--- config.mk ---
export PLATFORM = sky130hd
export DESIGN_NAME = wdt_service_ctrl_flat
export DESIGN_NICKNAME = d
export VERILOG_FILES = /design/src/rtl/wdt_service_ctrl_pkg.sv /design/src/rtl/wdt_service_ctrl_if.sv /design/src/rtl/wdt_service_ctrl_hb_collector.sv /design/src/rtl/wdt_service_ctrl.sv /design/src/flat_wrapper.sv
export SDC_FILE = /design/constraint.sdc
export NUM_CORES = 1
export LEC_CHECK = 0
export CAP_MARGIN = 20
export CORE_ASPECT_RATIO = 1.75
export CORE_MARGIN = 2
export CORE_UTILIZATION = 54
export CTS_CLUSTER_DIAMETER = 80
export CTS_CLUSTER_SIZE = 20
export DETAILED_ROUTE_END_ITERATION = 10
export PLACE_DENSITY = 0.88
export SYNTH_ARGS = -nofsm -noshare
export SYNTH_HDL_FRONTEND = slang
export SYNTH_SLANG_ARGS = --single-unit
--- constraint.sdc ---
create_clock -name clk -period 2.5 [get_ports clk]
set_clock_uncertainty 0.05 [all_clocks]
set_input_delay 0.625 -clock clk [delete_from_list [all_inputs] [get_ports clk]]
set_output_delay 0.625 -clock clk [all_outputs]
set_load 0.1 [all_outputs]
--- src/rtl/wdt_service_ctrl_pkg.sv ---
// -----------------------------------------------------------------------------
// wdt_pkg: shared definitions for the watchdog service controller.
//   - watchdog slave register map and control-bit positions
//   - FSM state encoding
//   - bus_t / bus_for(): the Avalon-MM access each FSM state performs, with
//     idle values (chipselect 0, write_n 1, address/writedata 0) by default
// -----------------------------------------------------------------------------
package wdt_pkg;

  localparam logic [2:0] ADDR_STATUS   = 3'd0;
  localparam logic [2:0] ADDR_CONTROL  = 3'd1;
  localparam logic [2:0] ADDR_PERIOD_L = 3'd2;
  localparam logic [2:0] ADDR_PERIOD_H = 3'd3;

  localparam int CTRL_ITO   = 0;
  localparam int CTRL_START = 2;

  // Control word written once to arm the watchdog (ITO | START = 0x0005).
  localparam logic [15:0] CTRL_RUN = 16'(1 << CTRL_ITO) | 16'(1 << CTRL_START);

  localparam int DEFAULT_KICK_INTERVAL = 125_000_000;

  typedef enum logic [3:0] {
    ST_IDLE,
    ST_START,
    ST_WAIT,
    ST_CHECK,
    ST_STARVE,
    ST_KICK,
    ST_IRQ_RD,
    ST_IRQ_CAP,
    ST_IRQ_CLR
  } state_t;

  typedef struct packed {
    logic        cs;
    logic        write_n;
    logic [2:0]  addr;
    logic [15:0] wdata;
  } bus_t;

  // Bus access performed while the FSM sits in a given state.
  function automatic bus_t bus_for(state_t st);
    bus_t b;
    b = '{cs: 1'b0, write_n: 1'b1, addr: 3'd0, wdata: 16'h0000};
    case (st)
      ST_START:   b = '{cs: 1'b1, write_n: 1'b0, addr: ADDR_CONTROL,  wdata: CTRL_RUN};
      // Any write to period_l reloads the watchdog counter.
      ST_KICK:    b = '{cs: 1'b1, write_n: 1'b0, addr: ADDR_PERIOD_L, wdata: 16'h0000};
      ST_IRQ_RD:  b = '{cs: 1'b1, write_n: 1'b1, addr: ADDR_STATUS,   wdata: 16'h0000};
      ST_IRQ_CLR: b = '{cs: 1'b1, write_n: 1'b0, addr: ADDR_STATUS,   wdata: 16'h0000};
      default:    ;
    endcase
    return b;
  endfunction

endpackage

--- src/rtl/wdt_service_ctrl_if.sv ---
// -----------------------------------------------------------------------------
// wdt_service_ctrl_if: Avalon-MM link between the service controller (master)
// and the watchdog slave.
//   wd_address[2:0]    register address          master -> slave
//   wd_chipselect      one-cycle access strobe   master -> slave
//   wd_write_n         0 = write, 1 = read       master -> slave
//   wd_writedata[15:0] write data                master -> slave
//   wd_readdata[15:0]  read data, cycle after rd slave  -> master
//   wd_irq             watchdog interrupt        slave  -> master
// -----------------------------------------------------------------------------
interface wdt_service_ctrl_if;

  logic [2:0]  wd_address;
  logic        wd_chipselect;
  logic        wd_write_n;
  logic [15:0] wd_writedata;
  logic [15:0] wd_readdata;
  logic        wd_irq;

  modport master (
    output wd_address, wd_chipselect, wd_write_n, wd_writedata,
    input  wd_readdata, wd_irq
  );

  modport slave (
    input  wd_address, wd_chipselect, wd_write_n, wd_writedata,
    output wd_readdata, wd_irq
  );

endinterface

--- src/rtl/wdt_service_ctrl_hb_collector.sv ---
// -----------------------------------------------------------------------------
// hb_collector: one sticky bit per heartbeat client.
//   clk, reset_n          clock, async active-low reset (clears sticky bits)
//   heartbeat[N-1:0]      one-cycle pulses, each sets its client's sticky bit
//   clear                 drop all sticky bits; a same-cycle heartbeat still sets
//   all_seen              every client has beaten since the last clear
//   missed[N-1:0]         clients that have not beaten since the last clear
// all_seen/missed include the current cycle's pulses so a late heartbeat is
// acted on in the cycle it arrives.
// -----------------------------------------------------------------------------
module hb_collector #(
  parameter int NUM_CLIENTS = 4
) (
  input  logic                   clk,
  input  logic                   reset_n,
  input  logic [NUM_CLIENTS-1:0] heartbeat,
  input  logic                   clear,
  output logic                   all_seen,
  output logic [NUM_CLIENTS-1:0] missed
);

  logic [NUM_CLIENTS-1:0] sticky;
  logic [NUM_CLIENTS-1:0] seen;

  always_ff @(posedge clk or negedge reset_n) begin
    if (!reset_n) sticky <= '0;
    else          sticky <= (clear ? '0 : sticky) | heartbeat;
  end

  assign seen     = sticky | heartbeat;
  assign all_seen = &seen;
  assign missed   = ~seen;

endmodule

--- src/rtl/wdt_service_ctrl.sv ---
// -----------------------------------------------------------------------------
// wdt_service_ctrl: arms the system watchdog, then kicks it every
// KICK_INTERVAL cycles provided every client has posted a heartbeat since the
// previous kick. A watchdog irq triggers status read, cause capture, clear.
//   clk, reset_n        clock, async active-low reset
//   enable              service enable (level)
//   heartbeat[N-1:0]    one-cycle heartbeat pulses, one bit per client
//   bus                 Avalon-MM master port to the watchdog (registered)
//   wd_running          START write has been issued (sticky until reset)
//   missed_mask[N-1:0]  clients absent at the last failed kick check
//   timeout_seen        status bit0 was read as 1 (sticky until reset)
//   kick_count[15:0]    kicks issued, modulo 2^16
// -----------------------------------------------------------------------------
module wdt_service_ctrl
  import wdt_pkg::*;
#(
  parameter int NUM_CLIENTS   = 4,
  parameter int KICK_INTERVAL = DEFAULT_KICK_INTERVAL
) (
  input  logic                   clk,
  input  logic                   reset_n,
  input  logic                   enable,
  input  logic [NUM_CLIENTS-1:0] heartbeat,
  wdt_service_ctrl_if.master     bus,
  output logic                   wd_running,
  output logic [NUM_CLIENTS-1:0] missed_mask,
  output logic                   timeout_seen,
  output logic [15:0]            kick_count
);

  // The count advances in the same cycle it is compared, so leaving WAIT at
  // count KICK_INTERVAL-2 places CHECK exactly KICK_INTERVAL cycles after the
  // previous START/KICK. ">=" also covers re-entry to WAIT after an irq
  // sequence with the counter already at its end value.
  localparam logic [27:0] WAIT_LAST = 28'(KICK_INTERVAL - 2);

  state_t                 state, state_next;
  bus_t                   bus_next;
  logic [27:0]            interval_cnt;
  logic                   all_seen;
  logic [NUM_CLIENTS-1:0] missed;

  hb_collector #(.NUM_CLIENTS(NUM_CLIENTS)) u_hb (
    .clk      (clk),
    .reset_n  (reset_n),
    .heartbeat(heartbeat),
    .clear    (state == ST_KICK),
    .all_seen (all_seen),
    .missed   (missed)
  );

  always_ff @(posedge clk or negedge reset_n) begin
    if (!reset_n) state <= ST_IDLE;
    else          state <= state_next;
  end

  // Disable wins over irq; irq wins over the kick decision. The irq sequence
  // itself runs to completion regardless of enable.
  always_comb begin
    state_next = state;
    unique case (state)
      ST_IDLE:    if (enable) state_next = ST_START;
      ST_START:   state_next = enable ? ST_WAIT : ST_IDLE;
      ST_WAIT: begin
        if (!enable)                    state_next = ST_IDLE;
        else if (bus.wd_irq)            state_next = ST_IRQ_RD;
        else if (interval_cnt >= WAIT_LAST) state_next = ST_CHECK;
      end
      ST_CHECK: begin
        if (!enable)         state_next = ST_IDLE;
        else if (bus.wd_irq) state_next = ST_IRQ_RD;
        else if (all_seen)   state_next = ST_KICK;
        else                 state_next = ST_STARVE;
      end
      ST_STARVE: begin
        if (!enable)         state_next = ST_IDLE;
        else if (bus.wd_irq) state_next = ST_IRQ_RD;
        else if (all_seen)   state_next = ST_KICK;
      end
      ST_KICK:    state_next = enable ? ST_WAIT : ST_IDLE;
      ST_IRQ_RD:  state_next = ST_IRQ_CAP;
      ST_IRQ_CAP: state_next = ST_IRQ_CLR;
      ST_IRQ_CLR: state_next = enable ? ST_WAIT : ST_IDLE;
      default:    state_next = ST_IDLE;
    endcase
    // Bus registers load from the next state so each access is on the bus
    // during the cycle its state is current.
    bus_next = bus_for(state_next);
  end

  always_ff @(posedge clk or negedge reset_n) begin
    if (!reset_n) begin
      bus.wd_chipselect <= 1'b0;
      bus.wd_write_n    <= 1'b1;
      bus.wd_address    <= 3'd0;
      bus.wd_writedata  <= 16'h0000;
      interval_cnt      <= '0;
      wd_running        <= 1'b0;
      missed_mask       <= '0;
      timeout_seen      <= 1'b0;
      kick_count        <= 16'h0000;
    end else begin
      bus.wd_chipselect <= bus_next.cs;
      bus.wd_write_n    <= bus_next.write_n;
      bus.wd_address    <= bus_next.addr;
      bus.wd_writedata  <= bus_next.wdata;

      if (state_next == ST_START) wd_running <= 1'b1;

      // Counter holds through CHECK/STARVE and the irq sequence.
      case (state)
        ST_IDLE, ST_START, ST_KICK: interval_cnt <= '0;
        ST_WAIT:                    interval_cnt <= interval_cnt + 28'd1;
        default:                    ;
      endcase

      if (state == ST_CHECK && state_next == ST_STARVE) missed_mask <= missed;

      if (state == ST_KICK) begin
        missed_mask <= '0;
        kick_count  <= kick_count + 16'd1;
      end

      if (state == ST_IRQ_CAP && bus.wd_readdata[0]) timeout_seen <= 1'b1;
    end
  end

endmodule

--- src/flat_wrapper.sv ---
// flat-port wrapper written by rule: the top's interface ports become plain ports
module wdt_service_ctrl_flat import wdt_pkg::*;
#(
  parameter int NUM_CLIENTS   = 4,
  parameter int KICK_INTERVAL = DEFAULT_KICK_INTERVAL
)
  (clk, reset_n, enable, heartbeat, wd_running, missed_mask, timeout_seen, kick_count, bus_wd_address, bus_wd_chipselect, bus_wd_write_n, bus_wd_writedata, bus_wd_readdata, bus_wd_irq);
  wdt_service_ctrl_if bus_i ();
  input  logic clk;
  input  logic reset_n;
  input  logic enable;
  input  logic [NUM_CLIENTS-1:0] heartbeat;
  output logic wd_running;
  output logic [NUM_CLIENTS-1:0] missed_mask;
  output logic timeout_seen;
  output logic [15:0] kick_count;
  output wire logic [$bits(bus_i.wd_address)-1:0] bus_wd_address;
  output wire logic [$bits(bus_i.wd_chipselect)-1:0] bus_wd_chipselect;
  output wire logic [$bits(bus_i.wd_write_n)-1:0] bus_wd_write_n;
  output wire logic [$bits(bus_i.wd_writedata)-1:0] bus_wd_writedata;
  input wire logic [$bits(bus_i.wd_readdata)-1:0] bus_wd_readdata;
  input wire logic [$bits(bus_i.wd_irq)-1:0] bus_wd_irq;
  assign bus_wd_address = bus_i.wd_address;
  assign bus_wd_chipselect = bus_i.wd_chipselect;
  assign bus_wd_write_n = bus_i.wd_write_n;
  assign bus_wd_writedata = bus_i.wd_writedata;
  assign bus_i.wd_readdata = bus_wd_readdata;
  assign bus_i.wd_irq = bus_wd_irq;
  wdt_service_ctrl #(.NUM_CLIENTS(NUM_CLIENTS), .KICK_INTERVAL(KICK_INTERVAL)) u_core (.clk(clk), .reset_n(reset_n), .enable(enable), .heartbeat(heartbeat), .bus(bus_i), .wd_running(wd_running), .missed_mask(missed_mask), .timeout_seen(timeout_seen), .kick_count(kick_count));
endmodule
Yosys cells after proc, flatten, opt, wreduce, memory -nomap -nowiden --
Index checks and enable logic that the tools add are counted. Widths: inputs -> output; s select.
Word-level totals: flip-flop bits (word level) 79, bits of input ports 24, output and inout port bits 43, word-level logic and storage cells 55
Operators by class: add/sub/neg operators 2, order comparisons 1, equality and inequality tests 13, muxes and demuxes 17, bitwise operators 3, reduce and logical (&&, ||, !) cells 8
Operators by type and width (count):
- $pmux 21 s4 | 1
- $pmux 28 s2 | 1
- $mux 4 | 12
- $add 28x1->28 const B | 1
- $eq 4x3->1 const B | 7
- $ge 28x27->1 const B | 1
- $pmux 4 s7 | 1
- $add 16x1->16 const B | 1
- $eq 4x1->1 const B | 2
- $eq 4x2->1 const B | 2
- $eq 4x4->1 const B | 2
- $or 4x4->4 | 2
- $reduce_or 3->1 | 2
- $logic_not 4->1 | 1
- $not 4->4 | 1
- $reduce_and 4->1 | 1
- $reduce_bool 2->1 | 2
- $logic_and 1x1->1 | 2
- $mux 2 | 1
- $mux 1 | 1

Depth between registers and ports, before layout --
Gate-level depths: netlist of run 1.
depth after elaboration 10, gate-level depth with buffers 7, gate-level depth less buffers 6

Cells and area by module --
Synthesis of run 1 repeated with hierarchy kept, for this count alone.
Second synthesis, totals: cells, all modules 355, area, all modules 3390.8 sq um
Modules (own cells, without submodules):
- wdt_service_ctrl | times used 1, cells each 341, area an instance 3228.1 sq um, seq. area each 1452.6 sq um
- hb_collector | times used 1, cells each 14, area an instance 162.7 sq um, seq. area each 100.1 sq um

Least setup slack after synthesis of run 1 --
Ideal clock, no wire load.
kind register to register, start point register u_core.kick_count[5], end point register u_core.kick_count[14], library setup time 158 ps, data arrival time 2008 ps, data required time 2292 ps, slack 284 ps, cell stages (with the launch flop) 6, buffers on the path 0, cell sequence dfrtp_1 > nand3_1 > or3_1 > nor2_1 > nand3_1 > xnor2_1
Between the ends: longest elaborated chain between the ends 1
RTL lines:
- start: declaration | line wdt_service_ctrl.sv:28 | output logic [15:0] kick_count
- start signal: assignment | line wdt_service_ctrl.sv:121 | kick_count <= kick_count + 16'd1;
- $add 16x1->16 | line wdt_service_ctrl.sv:121
Every way passes these cells. A chain may end at the register's enable or synchronous reset.

Worst setup path after layout of run 1 --
start point input port heartbeat[2], end point register u_core.missed_mask[1]
Between the ends: longest elaborated chain between the ends 9
RTL lines:
- start: declaration | line flat_wrapper.sv:12 | input logic [NUM_CLIENTS-1:0] heartbeat;
- $or 4x4->4 (*) | line wdt_service_ctrl_hb_collector.sv:30 | assign seen = sticky | heartbeat;
- $reduce_and 4->1 (*) | line wdt_service_ctrl_hb_collector.sv:31 | assign all_seen = &seen;
- $mux 4 or $mux 1 (tied branches) | line wdt_service_ctrl.sv:78, wdt_service_ctrl.sv:72
- $mux 4, on equally long branches | line wdt_service_ctrl.sv:77, wdt_service_ctrl.sv:71
- $mux 4, on equally long branches | line wdt_service_ctrl.sv:76, wdt_service_ctrl.sv:70
- $pmux 4 s7 (*) | line wdt_service_ctrl.sv:61 | unique case (state)
- $eq 4x3->1 (*) | line wdt_service_ctrl.sv:117 | if (state == ST_CHECK && state_next == ST_STARVE) missed_mask <= missed;
- $logic_and 1x1->1 (*) | line wdt_service_ctrl.sv:117
- $reduce_bool 2->1 (no source line) (*)
- end signal: assignment | line wdt_service_ctrl.sv:117
- end: declaration | line wdt_service_ctrl.sv:26 | output logic [NUM_CLIENTS-1:0] missed_mask,
Mark *: on every way between the ends. The rest lies on a longest branch, timed or not.

==> results.md, run 1 <==
* Status: finished clean
* Largest net degree at the start of global routing at 31
* XOR/XNOR Fraction of Synth Area at 0.03936
* Gr busiest metal: met2
* Grt met2 use at 0.3955
* Max Cap Viol at 0
* CTS tree: done
* Cell count after synthesis at 358
* Root buffer cell: clkbuf_8
* Leading area contributor after synthesis: dfrtp_1
* PostCTS Resize Cnt at 0
* Most common cell in the synthesized netlist: dfrtp_1
* Slew Viols, Final at 0
* Worst Path Arrival at 2.17 ns
* First-pass GRT wire length at 12.01 mm
* Psw at 1.613 mW
* Die ar. at 0.006852 sq mm
* LEAKAGE at 1.677 nW
* Simple-Gate Fraction of Synth Area at 0.2380
* GRT Resource Usage Total at 0.2247
* Post-synth top cells: dfrtp_1 (61), nand2_1 (44), o21ai_0 (33)
* Clock network power share at 0.219
* Area Growth Syn to Fin at 14.51%
* Sequential power share at 0.340
* Synth top area share at 0.4573
* Die Span Y at 108.0 microns
* Final setup vio count at 0
* Clock buffer depth at 2
* Routed WL at 6.894 mm
* First-pass DRT Iterations at 5
* Kind of cell adding the most delay to the critical path: simple AND/OR/NAND/NOR gates
* CP Cell Sequence: clkdlybuf4s50_1 -> o22ai_1 -> a211oi_2 -> or4_1 -> nand3_1 -> o31ai_1
* Hold Buf Count CTS at 0
* Area after DPL at 0.003651 sq mm
* Max IR drop VDD at 0.4374 mV
* Setup TNS Final at 0 ns
* WL/cell at 14.42 microns
* Synthesized flop and latch total at 62
* EDFF count, synth at 0
* Drt drc at 0
* CTS Sinks at 62
* Critical path data required time at 2.67 ns
* Synthesized area at 0.003338 sq mm
* Vias in the first global route at 2689
* Final nets at 422
* Initial Utilization at 0.5633
* Final hold violations at 0
* HP Class: in2async
* Core area at 0.005926 sq mm
* Worst-path clk slew at 0.06 ns
* Crit share post-route at 0.7980
* Dpl ws at 0.1515 ns
* Cts bufs inserted at 9
* Fraction of registers with async set/reset at 1.000
* Top cells by area, synth: dfrtp_1 (46%), nand2_1 (4.9%), o21ai_0 (4.9%)
* Ant. Diodes at 0
* GR Util met3 at 0.06764
* Pint at 1.909 mW
* Yosys cell types at 57
* Routed Antenna Nets at 0
* YS warnings at 0
* Final worst slack at 0.5050 ns
* Die width at 63.44 microns
* Critical Path Start Type: input port
* Reg2reg setup slack at 0.53 ns
* Highest clock rate at 0.5013 GHz
* Compound-Gate Fraction of Synth Area at 0.1709
* Dpl hpwl at 4.987 mm
* Setup crit end kind: flip-flop
* Setup Crit Path Kind: in2reg
* Mean Syn Cell Area at 9.325 sq um
* Largest stage delay on the critical path at 0.55 ns
* RSZ-0062 raised after global routing: false
* Synth Flop Type: dfrtp_1
* Share of cells above drive strength 1 at 0.1700
* Crit-path max FO at 8
* Crit path max-delay cell type: or4_1
* Clk_lat worst skew at 0.35 ns
* H-tree Lvls at 3
* Met1 global-route usage at 0.2478
* I/O pin cnt at 67
* # rows at 37
* Initial antenna violation count at 0
* DR vias at 2750
* WP buf/inv at 1
* Via/cell ratio at 5.753
* Worst Hold Slack at 0.2045 ns
* Seq/Total Area, Yosys at 0.4651
* Design area at 0.003822 sq mm
* Net Sw Frac at 0.4580
* Violation count after the first detailed-route iteration at 151
* PortBufs at 36
* Cell area power density at 921.5 mW/mm^2
* Remaining Overflow, GRT at 0
* Total power at 3.522 mW
* Combinational fraction of design power at 0.440
* Synth Area in Adders at 0.01124
* GP Congestion at 0.8315
* Worst Tran Pin Value at 0.7462 ns
* Period minus WS final at 1.995 ns
* Largest family of logic cells by synthesized area: simple AND/OR/NAND/NOR gates
* Relative slew slack at 0.5013
* Multiplexer share of the synthesized area at 0.005997
* Buffer count from post-CTS setup fixing at 0
==> power by group through the flow <==
stage                     combinational [mW]  clock [mW]  sequential, mW
after floorplan                        0.772           0            1.68
after global placement                  1.53           0            1.21
after detailed placement                1.55           0            1.22
after CTS                               1.55       0.792            1.20
after global routing                    1.65       0.850            1.21
final                                   1.55       0.773            1.20
==> routing by layer <==
| layer | share of wire | wire, microns | vias up |
|---|---|---|---|
| met5 | 0 | 0 | - |
| met4 | 0.020 | 136 | 0 |
| met3 | 0.038 | 265 | 13 |
| met2 | 0.53 | 3666 | 64 |
| met1 | 0.41 | 2825 | 1333 |
| li1 | - | - | 1340 |
==> state kept, by name, summed over array words and instances (netlist names), 2 cells and up <==
name and count:
u_core.interval_cnt 28, u_core.kick_count 16, u_core.missed_mask 4, u_core.state 4, u_core.u_hb.sticky 4, u_core.bus.wd_address 2
==> per-stage QoR <==
stage	cells	utilization
floorplan	372	-
global placement	462	0.6161
detailed placement	462	0.6161
CTS	478	0.6451
global route	478	0.6451
finish	478	0.6451
==> layout by cell type (no fill, tap or decap), types with 2 or more instances in the layout <==
master            n
clkbuf_8         11
clkbuf_1          4
conb_1           15
o22ai_1           3
or2_2             2
dfrtp_1          61
a31oi_1           8
nor2b_1           4
clkdlybuf4s50_1   7
nor4_1            4
o21ai_0          33
o21ai_1           4
o22a_1            3
nand4_1          15
a21o_1            7
xor2_1            2
xnor2_1          13
a21oi_1          12
o31ai_1           6
nor2_1           14
or3_1             2
nand2_1          44
a2bb2oi_1         4
a31o_2            2
ha_1              3
inv_1             6
nand2b_1          2
and2_1            8
and3_1            5
buf_4            39
nor3_1            7
and3_2            3
mux2i_1           2
nand3_1          19
==> worst paths after layout <==
kind | from | to | cells after the start
max | heartbeat[2] | u_core.missed_mask[1] | 6
min | reset_n | u_core.u_hb.sticky[0] | 1
max reg2reg | u_core.state[2] | u_core.missed_mask[1] | 6
min reg2reg | u_core.kick_count[15] | u_core.kick_count[15] | 1
max in group asynchronous | reset_n | u_core.state[3] | 2
min in group clk | u_core.kick_count[15] | u_core.kick_count[15] | 1
==> cells by family (layout without fill, tap and decap cells) <==
| logic type | Yosys count | after routing |
|---|---|---|
| DFF | 62 | 62 |
| AOI/OAI and AO/OA | 91 | 91 |
| adders and majority gates | 3 | 3 |
| buffers and inverters | 41 | 69 |
| other | 1 | 15 |
| muxes | 2 | 2 |
| xor gates and xnor gates | 15 | 15 |
| and+or+nand+nor | 143 | 143 |
==> final cells by class <==
type | instances | area (sq um)
Multi-Input combinational cell | 269 | 1610
Tap cell | 78 | 97.59
Clock inverter | 1 | 5.005
Fill cell | 483 | 2103
Inverter | 6 | 22.52
Sequential cell | 62 | 1553
Clock buffer | 15 | 166.4
Timing Repair Buffer | 47 | 367.9
(Power assumes the default switching activity.)
==> inputs of run 2 (changes only) <==
--- a/config.mk
+++ b/config.mk
@@ -8,11 +8,11 @@
 export CAP_MARGIN = 20
 export CORE_ASPECT_RATIO = 1.75
 export CORE_MARGIN = 2
-export CORE_UTILIZATION = 54
+export CORE_UTILIZATION = 52
 export CTS_CLUSTER_DIAMETER = 80
 export CTS_CLUSTER_SIZE = 20
 export DETAILED_ROUTE_END_ITERATION = 10
-export PLACE_DENSITY = 0.88
+export PLACE_DENSITY = 0.86
 export SYNTH_ARGS = -nofsm -noshare
 export SYNTH_HDL_FRONTEND = slang
 export SYNTH_SLANG_ARGS = --single-unit
==> constraint.sdc (replaced) <==
create_clock -name clk -period 2.1 [get_ports clk]
set_clock_uncertainty 0.05 [all_clocks]
set_input_delay 0.525 -clock clk [delete_from_list [all_inputs] [get_ports clk]]
set_output_delay 0.525 -clock clk [all_outputs]
set_load 0.1 [all_outputs]
==> results.md, run 2 (synthesized netlist as in run 1, its figures left out) <==
* Area after DPL at 0.003961 sq mm
* Vias in the first global route at 2712
* Routed Antenna Nets at 0
* Die ar. at 0.007102 sq mm
* Largest net degree at the start of global routing at 63
* First-pass GRT wire length at 12.37 mm
* Final nets at 430
* Crit path launch: u_core.state[1]
* Worst Hold Slack at 0.1279 ns
* Critical R2R Launch: u_core.state[1]
* Crit share post-route at 0.9304
* Initial Utilization at 0.5360
* Slew Viols, Final at 0
* Setup Crit Path Kind: reg2reg
* Die width at 64.57 microns
* Core area at 0.006228 sq mm
* DR vias at 2868
* Ant. Diodes at 0
* HP Class: in2async
* I/O pin cnt at 67
* Met1 Wirelength at 2.902 mm
* Final worst slack at 0.1463 ns
* Filler instances at 487
* Crit-path max FO at 11
* WL/cell at 15.12 microns
* H-tree Lvls at 3
* Area Growth Syn to Fin at 25.97%
* Worst Path Arrival at 2.14 ns
* CTS Sinks at 62
* WL met2 at 4.012 mm
* Worst Tran Pin Value at 0.5946 ns
* Design area at 0.004205 sq mm
* Setup crit end kind: flip-flop
* Max Cap Viol at 0
* Met3 WL at 262 microns
* Final hold violations at 0
* Crit path max-delay cell type: or4_1
* Largest Register: u_core.interval_cnt
* LEAKAGE at 1.791 nW
* Total power at 4.774 mW
* Dpl ws at -0.1574 ns
* Remaining Overflow, GRT at 0
* Non-Filler Instances at 488
* RSZ-0062 raised after global routing: false
* Drt drc at 0
* Reg2reg setup slack at 0.15 ns
* GRT Resource Usage Total at 0.2249
* Setup TNS Final at 0 ns
* Final core occ at 0.6752
* Cell area power density at 1135 mW/mm^2
* Commonest non-fill, non-tap cells in the layout: dfrtp_1 (53), nand2_1 (44), o21ai_0 (33)
* PortBufs at 36
* Relative slew slack at 0.5999
* Critical path data required time at 2.29 ns
* Routed WL at 7.377 mm
* Final setup vio count at 0
* Clock buffer depth at 2
* Commonest non-fill, non-tap cell in the layout: dfrtp_1
* R2R Path End: u_core.missed_mask[0]
* Dpl hpwl at 5.192 mm
* Die Span Y at 110.0 microns
* Root buffer cell: clkbuf_8
* CTS tree: done
* Worst-path clk slew at 0.07 ns
* Share of cells above drive strength 1 at 0.2132
* Cts bufs inserted at 9
* Period minus WS final at 1.954 ns
* Max IR drop VDD at 0.4987 mV
* Top layer in use: met4
* Via/cell ratio at 5.877
* Initial antenna violation count at 0
* FF-to-FF path depth at 4
* Clk_lat worst skew at 0.35 ns
* GP Congestion at 0.8558
* Kind of cell adding the most delay to the critical path: simple AND/OR/NAND/NOR gates
* First-pass DRT Iterations at 5
* Post-Place Cells at 472
* Status: finished clean
* Buffer count from post-CTS setup fixing at 0
* Max FFs per register at 28
* # rows at 38
* CP Cell Sequence: buf_4 -> nand3b_1 -> or4_1 -> o31ai_1
* Largest stage delay on the critical path at 0.66 ns
* Largest registers: u_core.interval_cnt: 28 flops, u_core.kick_count: 16 flops
* WP buf/inv at 1
* Violation count after the first detailed-route iteration at 209
* Critical Path Start Type: flip-flop
* Highest clock rate at 0.5118 GHz
run 2: cell types whose count changed in the layout (fill, tap and decap cells not counted), sizes merged:
cell,before,now
bufinv,0,3
buf,40,48
clkinvlp,0,2
clkbuf,15,10
run 2: power breakdown:
part / leakage, nW / switching (mW) / internal [mW]
combinational: 0.865 / 1.38 / 0.633
clock: 0.112 / 0.481 / 0.786
sequential: 0.813 / 0.165 / 1.33
run 2: how the worst max path moves through the flow:
stage | slack (ns) | depth (start not counted) | to
global route | 0.04 | 4 | u_core.missed_mask[0]
CTS | 0.11 | 6 | u_core.state[0]
floorplan | -0.0005 | 5 | u_core.kick_count[14]
detailed placement | -0.16 | 5 | u_core.missed_mask[1]
global placement | -0.09 | 6 | u_core.missed_mask[1]
finish | 0.15 | 4 | u_core.missed_mask[0]
run 2: timing repair:
| action | CTS | global route |
|---|---|---|
| setup endpoints to repair | 0 | 2 |
| hold buffers | 0 | 0 |
| gates resized for setup | 0 | 2 |
run 2: final cells by class:
class / count / area (sq um) / share of cell area
clock inverters: 6 / 110.1 / 0.02618
inverters: 6 / 22.52 / 0.005356
flip-flops and latches: 62 / 1563 / 0.3716
well taps: 80 / 100.1 / 0.02380
clock buffers: 10 / 127.6 / 0.03035
multi-input cells: 269 / 1617 / 0.3844
repair buffers: 55 / 665.6 / 0.1583
run 2: routing by layer:
metal,up-vias,track usage
met5,-,0
met4,0,0.1109
met3,17,0.05279
met2,79,0.3936
met1,1410,0.2562
li1,1362,-
